===== config.mk =====
export PLATFORM = sky130hd
export DESIGN_NAME = spi_ram_bridge
export DESIGN_NICKNAME = d
export VERILOG_FILES = /design/src/rtl/spi_ram_bridge.sv
export SDC_FILE = /design/constraint.sdc
export NUM_CORES = 2
export LEC_CHECK = 0
export BUFFER_PORTS_ARGS = -buffer_cell sky130_fd_sc_hd__buf_4
export CORE_AREA = 2 2 377 379
export CTS_BUF_LIST = sky130_fd_sc_hd__clkbuf_8
export DETAILED_ROUTE_END_ITERATION = 10
export DIE_AREA = 0 0 379 381
export MAX_ROUTING_LAYER = met4
export PLACE_DENSITY = 0.73
export SLEW_MARGIN = 10
export SYNTH_ARGS = -nofsm -noshare
export SYNTH_HDL_FRONTEND = slang
export SYNTH_SLANG_ARGS = --single-unit

===== constraint.sdc =====
create_clock -name clk -period 4.1 [get_ports clk]
set_input_delay 0.615 -clock clk [delete_from_list [all_inputs] [get_ports clk]]
set_output_delay 0.615 -clock clk [all_outputs]
set_load 0.01 [all_outputs]

===== src/rtl/spi_ram_bridge.sv =====
// spi_ram_bridge: SPI slave decoding 2-bit command frames into pointer updates and single-port RAM reads/writes
module spi_ram_bridge #(
  parameter int DATA_WIDTH = 8,
  parameter int ADDR_WIDTH = 8,
  parameter int MEM_DEPTH  = 256,
  parameter bit AUTO_INC   = 1'b1
) (
  input  logic clk,
  input  logic rst_n,
  input  logic SS_n,
  input  logic MOSI,
  output logic MISO,
  output logic busy,
  output logic frame_abort
);
  localparam int MW = ADDR_WIDTH > DATA_WIDTH ? ADDR_WIDTH : DATA_WIDTH;
  localparam int CW = $clog2(MW + 1);
  localparam int IW = MEM_DEPTH > 1 ? $clog2(MEM_DEPTH) : 1;
  localparam logic [ADDR_WIDTH:0] DEPTH = (ADDR_WIDTH + 1)'(MEM_DEPTH);
  localparam logic [ADDR_WIDTH-1:0] TOP = ADDR_WIDTH'(MEM_DEPTH - 1);
  localparam logic [CW-1:0] DLEN = CW'(DATA_WIDTH);
  localparam logic [CW-1:0] DLAST = CW'(DATA_WIDTH - 1);
  localparam logic [CW-1:0] ALAST = CW'(ADDR_WIDTH - 1);
  localparam logic [CW-1:0] ONE = CW'(1);

  typedef enum logic [2:0] {IDLE, CMD, RX_PAYLOAD, RD_FETCH, TX, DONE} state_t;

  state_t state, state_n;
  logic [1:0] cmd, cmd_n;
  logic [CW-1:0] cnt, cnt_n;
  logic [MW-2:0] rx, rx_n;
  logic [MW-1:0] shift;
  logic [DATA_WIDTH-1:0] sh, sh_n, fetch;
  logic [ADDR_WIDTH-1:0] wr_ptr, wr_ptr_n, rd_ptr, rd_ptr_n;
  logic miso_n, abort_n, we, re, wr_ok, rd_ok, last;
  logic [DATA_WIDTH-1:0] mem [MEM_DEPTH];

  function automatic logic [ADDR_WIDTH-1:0] bump(input logic [ADDR_WIDTH-1:0] p);
    return (p >= TOP) ? '0 : p + ADDR_WIDTH'(1);
  endfunction

  assign wr_ok = {1'b0, wr_ptr} < DEPTH;
  assign rd_ok = {1'b0, rd_ptr} < DEPTH;
  assign shift = {rx, MOSI};
  assign last  = cnt == (cmd == 2'b01 ? DLAST : ALAST);

  always_comb begin
    state_n  = state;
    cmd_n    = cmd;
    cnt_n    = cnt;
    rx_n     = rx;
    sh_n     = sh;
    wr_ptr_n = wr_ptr;
    rd_ptr_n = rd_ptr;
    miso_n   = 1'b0;
    abort_n  = 1'b0;
    we       = 1'b0;
    re       = 1'b0;
    if (SS_n) begin
      state_n = IDLE;
      abort_n = state != IDLE && state != DONE;
    end else begin
      case (state)
        IDLE: begin
          state_n = CMD;
          cmd_n   = {MOSI, 1'b0};
        end
        CMD: begin
          cmd_n   = {cmd[1], MOSI};
          cnt_n   = '0;
          re      = cmd[1] & MOSI;
          state_n = re ? RD_FETCH : RX_PAYLOAD;
        end
        RX_PAYLOAD: begin
          rx_n  = shift[MW-2:0];
          cnt_n = cnt + ONE;
          if (last) begin
            state_n = DONE;
            we      = cmd[0] & wr_ok;
            if (cmd[1])
              rd_ptr_n = shift[ADDR_WIDTH-1:0];
            else if (!cmd[0])
              wr_ptr_n = shift[ADDR_WIDTH-1:0];
            else if (AUTO_INC)
              wr_ptr_n = bump(wr_ptr);
          end
        end
        RD_FETCH: begin
          state_n = TX;
          miso_n  = fetch[DATA_WIDTH-1];
          sh_n    = {fetch[DATA_WIDTH-2:0], 1'b0};
          cnt_n   = ONE;
        end
        TX: begin
          // cnt counts bits already driven; one idle edge after the LSB closes the frame
          if (cnt == DLEN) begin
            state_n = DONE;
          end else begin
            miso_n = sh[DATA_WIDTH-1];
            sh_n   = {sh[DATA_WIDTH-2:0], 1'b0};
            cnt_n  = cnt + ONE;
            if (AUTO_INC && cnt == DLAST) rd_ptr_n = bump(rd_ptr);
          end
        end
        default: ;
      endcase
    end
  end

  always_ff @(posedge clk or negedge rst_n) begin
    if (!rst_n) begin
      state       <= IDLE;
      cmd         <= '0;
      cnt         <= '0;
      rx          <= '0;
      sh          <= '0;
      wr_ptr      <= '0;
      rd_ptr      <= '0;
      MISO        <= 1'b0;
      busy        <= 1'b0;
      frame_abort <= 1'b0;
    end else begin
      state       <= state_n;
      cmd         <= cmd_n;
      cnt         <= cnt_n;
      rx          <= rx_n;
      sh          <= sh_n;
      wr_ptr      <= wr_ptr_n;
      rd_ptr      <= rd_ptr_n;
      MISO        <= miso_n;
      busy        <= state_n != IDLE;
      frame_abort <= abort_n;
    end
  end

  always_ff @(posedge clk) begin
    if (we) mem[wr_ptr[IW-1:0]] <= shift[DATA_WIDTH-1:0];
    if (re) fetch <= rd_ok ? mem[rd_ptr[IW-1:0]] : '0;
  end
endmodule


==> impl_metrics.ini <==
[sta]
worstMarginPinSlew_ps = 1300
period_minus_slack_ps = 3950
fin_setup_tns_ps = 0
timing.slew.headroom = 0.133
rsz0062_at_grt = no
skew_ps = 123
fmax_ghz = 0.253
hold_ws_ps = 140
setup_viol = 0
finalHoldViolations = 0
slew_violations = 0
period_share = 0.962

[floorplan]
dieArea_um2 = 144000
die_w_um = 379
num_rows = 138
io_pins = 7
coreArea_um2 = 141000
die_h_um = 381
start_util = 0.585

[cells_and_area]
fillers = 9108
area_delta_synth_final_pct = 12.1
multi_input_area_um2 = 18100
final_common_cell = edfxtp_1
final_cell_mix = 2056 x edfxtp_1, 459 x mux4_2, 347 x clkbuf_8
seqCellArea_um2 = 62800
num-nets-final = 4496
fin_cells = 6612
final_layout_size_suffix_gt1_frac = 0.263

[grt]
grt_max_degree = 147
grt_use_total = 0.303
grt_pass1_vias = 43047
grt_first_pass_wirelength_um = 302000
antenna_found_initial = 9
overflow = 0

[drt]
ant_nets = 0
vias_per_cell = 6.56
drtIter0Drc = 6499
num_vias = 43385
post-route-drc-count = 0
wl_per_cell_um = 31.6
drtPass1Iterations = 6
postRouteWirelength_um = 209000

[setup_path]
critPathLaunchType = flop
path_class = reg2reg
cpLargestDelayFamily = simple AND/OR/NAND/NOR gates
crit_fanout = 13
worstPathArrival_ps = 4600
max_stage_delay_ps = 840
cp_slowest_cell = nor2_1
timing.critical_path.buf_inv = 0
cp_cell_sequence = nor2_1 > nand3_1 > or3_1 > nor3b_1 > nand3_1 > nor2_1
critPathRequiredTime_ps = 4760
crit_path_end_kind = flop

[synth]
ys.flop_type = edfxtp_1
synth.distinct_cells = 70
synth_area_um2 = 82300
postSynthCellCount = 4066
synth_xor_xnor_area_share = 0
ys.warnings.count = 0
synth_nets = 4077
synth_compound_area_frac = 0.0336
synthAdderAreaFrac = 0.00106
synthArstFlopShare = 0.0200
synth_area_per_cell_um2 = 20.2
synth_seq_area_share = 0.763
synth_top_family_by_area = multiplexers
synth-simple-area-share = 0.0304
postSynthRegisterBits = 2098
synth_edf_count = 2056
synth.area.mux_share = 0.154

[clocking]
cts.clk_slew.worst_paths_ps = 70
cts_buffers = 337
clkSinkCount = 2098
cts_setup_buffers = 0
clock_latency_ps = 1070
cts_max_level = 5
cts_tree = done
clockBufferDepth = 4
cts-root-buf = clkbuf_8

[run]
cap_viol_max_count = 0

[status]
status = completed

[power_and_ir_drop]
power.density_nw_per_um2 = 651
total_leakage_power_uw = 0.0299
max-vdd-ir-drop_uv = 477

[placed_design]
portBuffers = 6
hpwl_um = 126000
globalplace.congestion = 0.938
dp_cells = 6033

[worst_hold_path]
worstHoldPathType = in2reg
-- cells by family after synthesis --
kind of cell / count (synthesis)
buffers and inverters: 268
multiplexers: 690
AND/OR/NAND/NOR: 594
flip-flops: 2098
AO/OA/AOI/OAI: 409
adder cells (fa/ha/maj): 7
-- where the power goes --
| part | switching [uW] | leakage (uW) | total [uW] | internal, uW |
|---|---|---|---|---|
| Sequential | 1170 | 0.0193 | 27400 | 26200 |
| Clock | 7880 | 0.00336 | 16000 | 8100 |
| Combinational | 10400 | 0.00729 | 16700 | 6270 |
-- Yosys cell counts, types with 5 or more instances --
| cell type | instances | area share |
|---|---|---|
| nand3_1 | 24 | 0.0015 |
| mux2i_1 | 224 | 0.027 |
| or3_1 | 17 | 0.0013 |
| dfrtp_1 | 42 | 0.013 |
| buf_1 | 14 | 0.00064 |
| clkbuf_1 | 106 | 0.0048 |
| a31oi_1 | 11 | 0.00084 |
| o21ai_1 | 14 | 0.00085 |
| ha_1 | 7 | 0.0011 |
| a221oi_1 | 52 | 0.0055 |
| a21oi_1 | 83 | 0.0050 |
| a211oi_1 | 22 | 0.0020 |
| o22ai_1 | 32 | 0.0024 |
| edfxtp_1 | 2056 | 0.75 |
| inv_1 | 13 | 0.00059 |
| nor2_1 | 347 | 0.016 |
| o21ai_0 | 79 | 0.0048 |
| buf_2 | 78 | 0.0047 |
| nand2b_1 | 13 | 0.00099 |
| and2_1 | 8 | 0.00061 |
| nand3b_1 | 5 | 0.00046 |
| o221ai_1 | 39 | 0.0042 |
| buf_4 | 13 | 0.0012 |
| nor3_1 | 13 | 0.00079 |
| buf_6 | 38 | 0.0052 |
| nor2b_1 | 16 | 0.0012 |
| a22o_1 | 6 | 0.00064 |
| a22oi_1 | 22 | 0.0020 |
| mux4_2 | 459 | 0.13 |
| mux2_2 | 7 | 0.00096 |
| nand2_1 | 131 | 0.0060 |
-- stage by stage --
stage	setup WS, ps	power (uW)	util	area, um2
floorplan	61.0	37700	-	82300
global placement	80.7	43900	0.614	86300
detailed placement	3.89	44100	0.614	86300
CTS	124	59900	0.655	92100
global route	86.0	61700	0.656	92200
finish	155	60000	0.656	92200
-- registers in the layout (all words and copies together), names as in the netlist, 2 cells and up --
register,cells
rx,7
state,3
cnt,4
wr_ptr,8
rd_ptr,8
sh,7
mem,2048
cmd,2
fetch,8
-- repair_timing --
action                                  in CTS  in global routing
endpoints found under the setup margin       0                  1
hold endpoints to repair                    45                  0
hold buffers                                 2                  0
gates resized for setup                      0                  1
-- worst paths after layout --
path | endpoint | slack [ps] | cells past startpoint | start
max in group asynchronous | rx[1] | 3370 | 2 | rst_n
max reg2reg | mem[116][3] | 150 | 6 | state[2]
min in group asynchronous | MISO | 150 | 2 | rst_n
max | mem[116][3] | 150 | 6 | state[2]
min | mem[142][0] | 140 | 1 | MOSI
min reg2reg | sh[5] | 480 | 2 | sh[5]
-- routing by layer --
layer,up-vias,GRT usage,share of wire
li1,17635,-,-
met2,2857,0.448,0.48
met3,557,0.0730,0.12
met1,22336,0.412,0.37
met4,0,0.122,0.043
met5,-,-,0
-- layout make-up --
class | instances | area share
Antenna cell | 9 | 0.000244
Clock buffer | 346 | 0.0517
Timing Repair Buffer | 331 | 0.0326
Inverter | 17 | 0.000760
Clock inverter | 221 | 0.0113
Multi-Input combinational cell | 1700 | 0.196
Sequential cell | 2098 | 0.682
Tap cell | 1890 | 0.0257
Power figures use the tool's default switching activity.
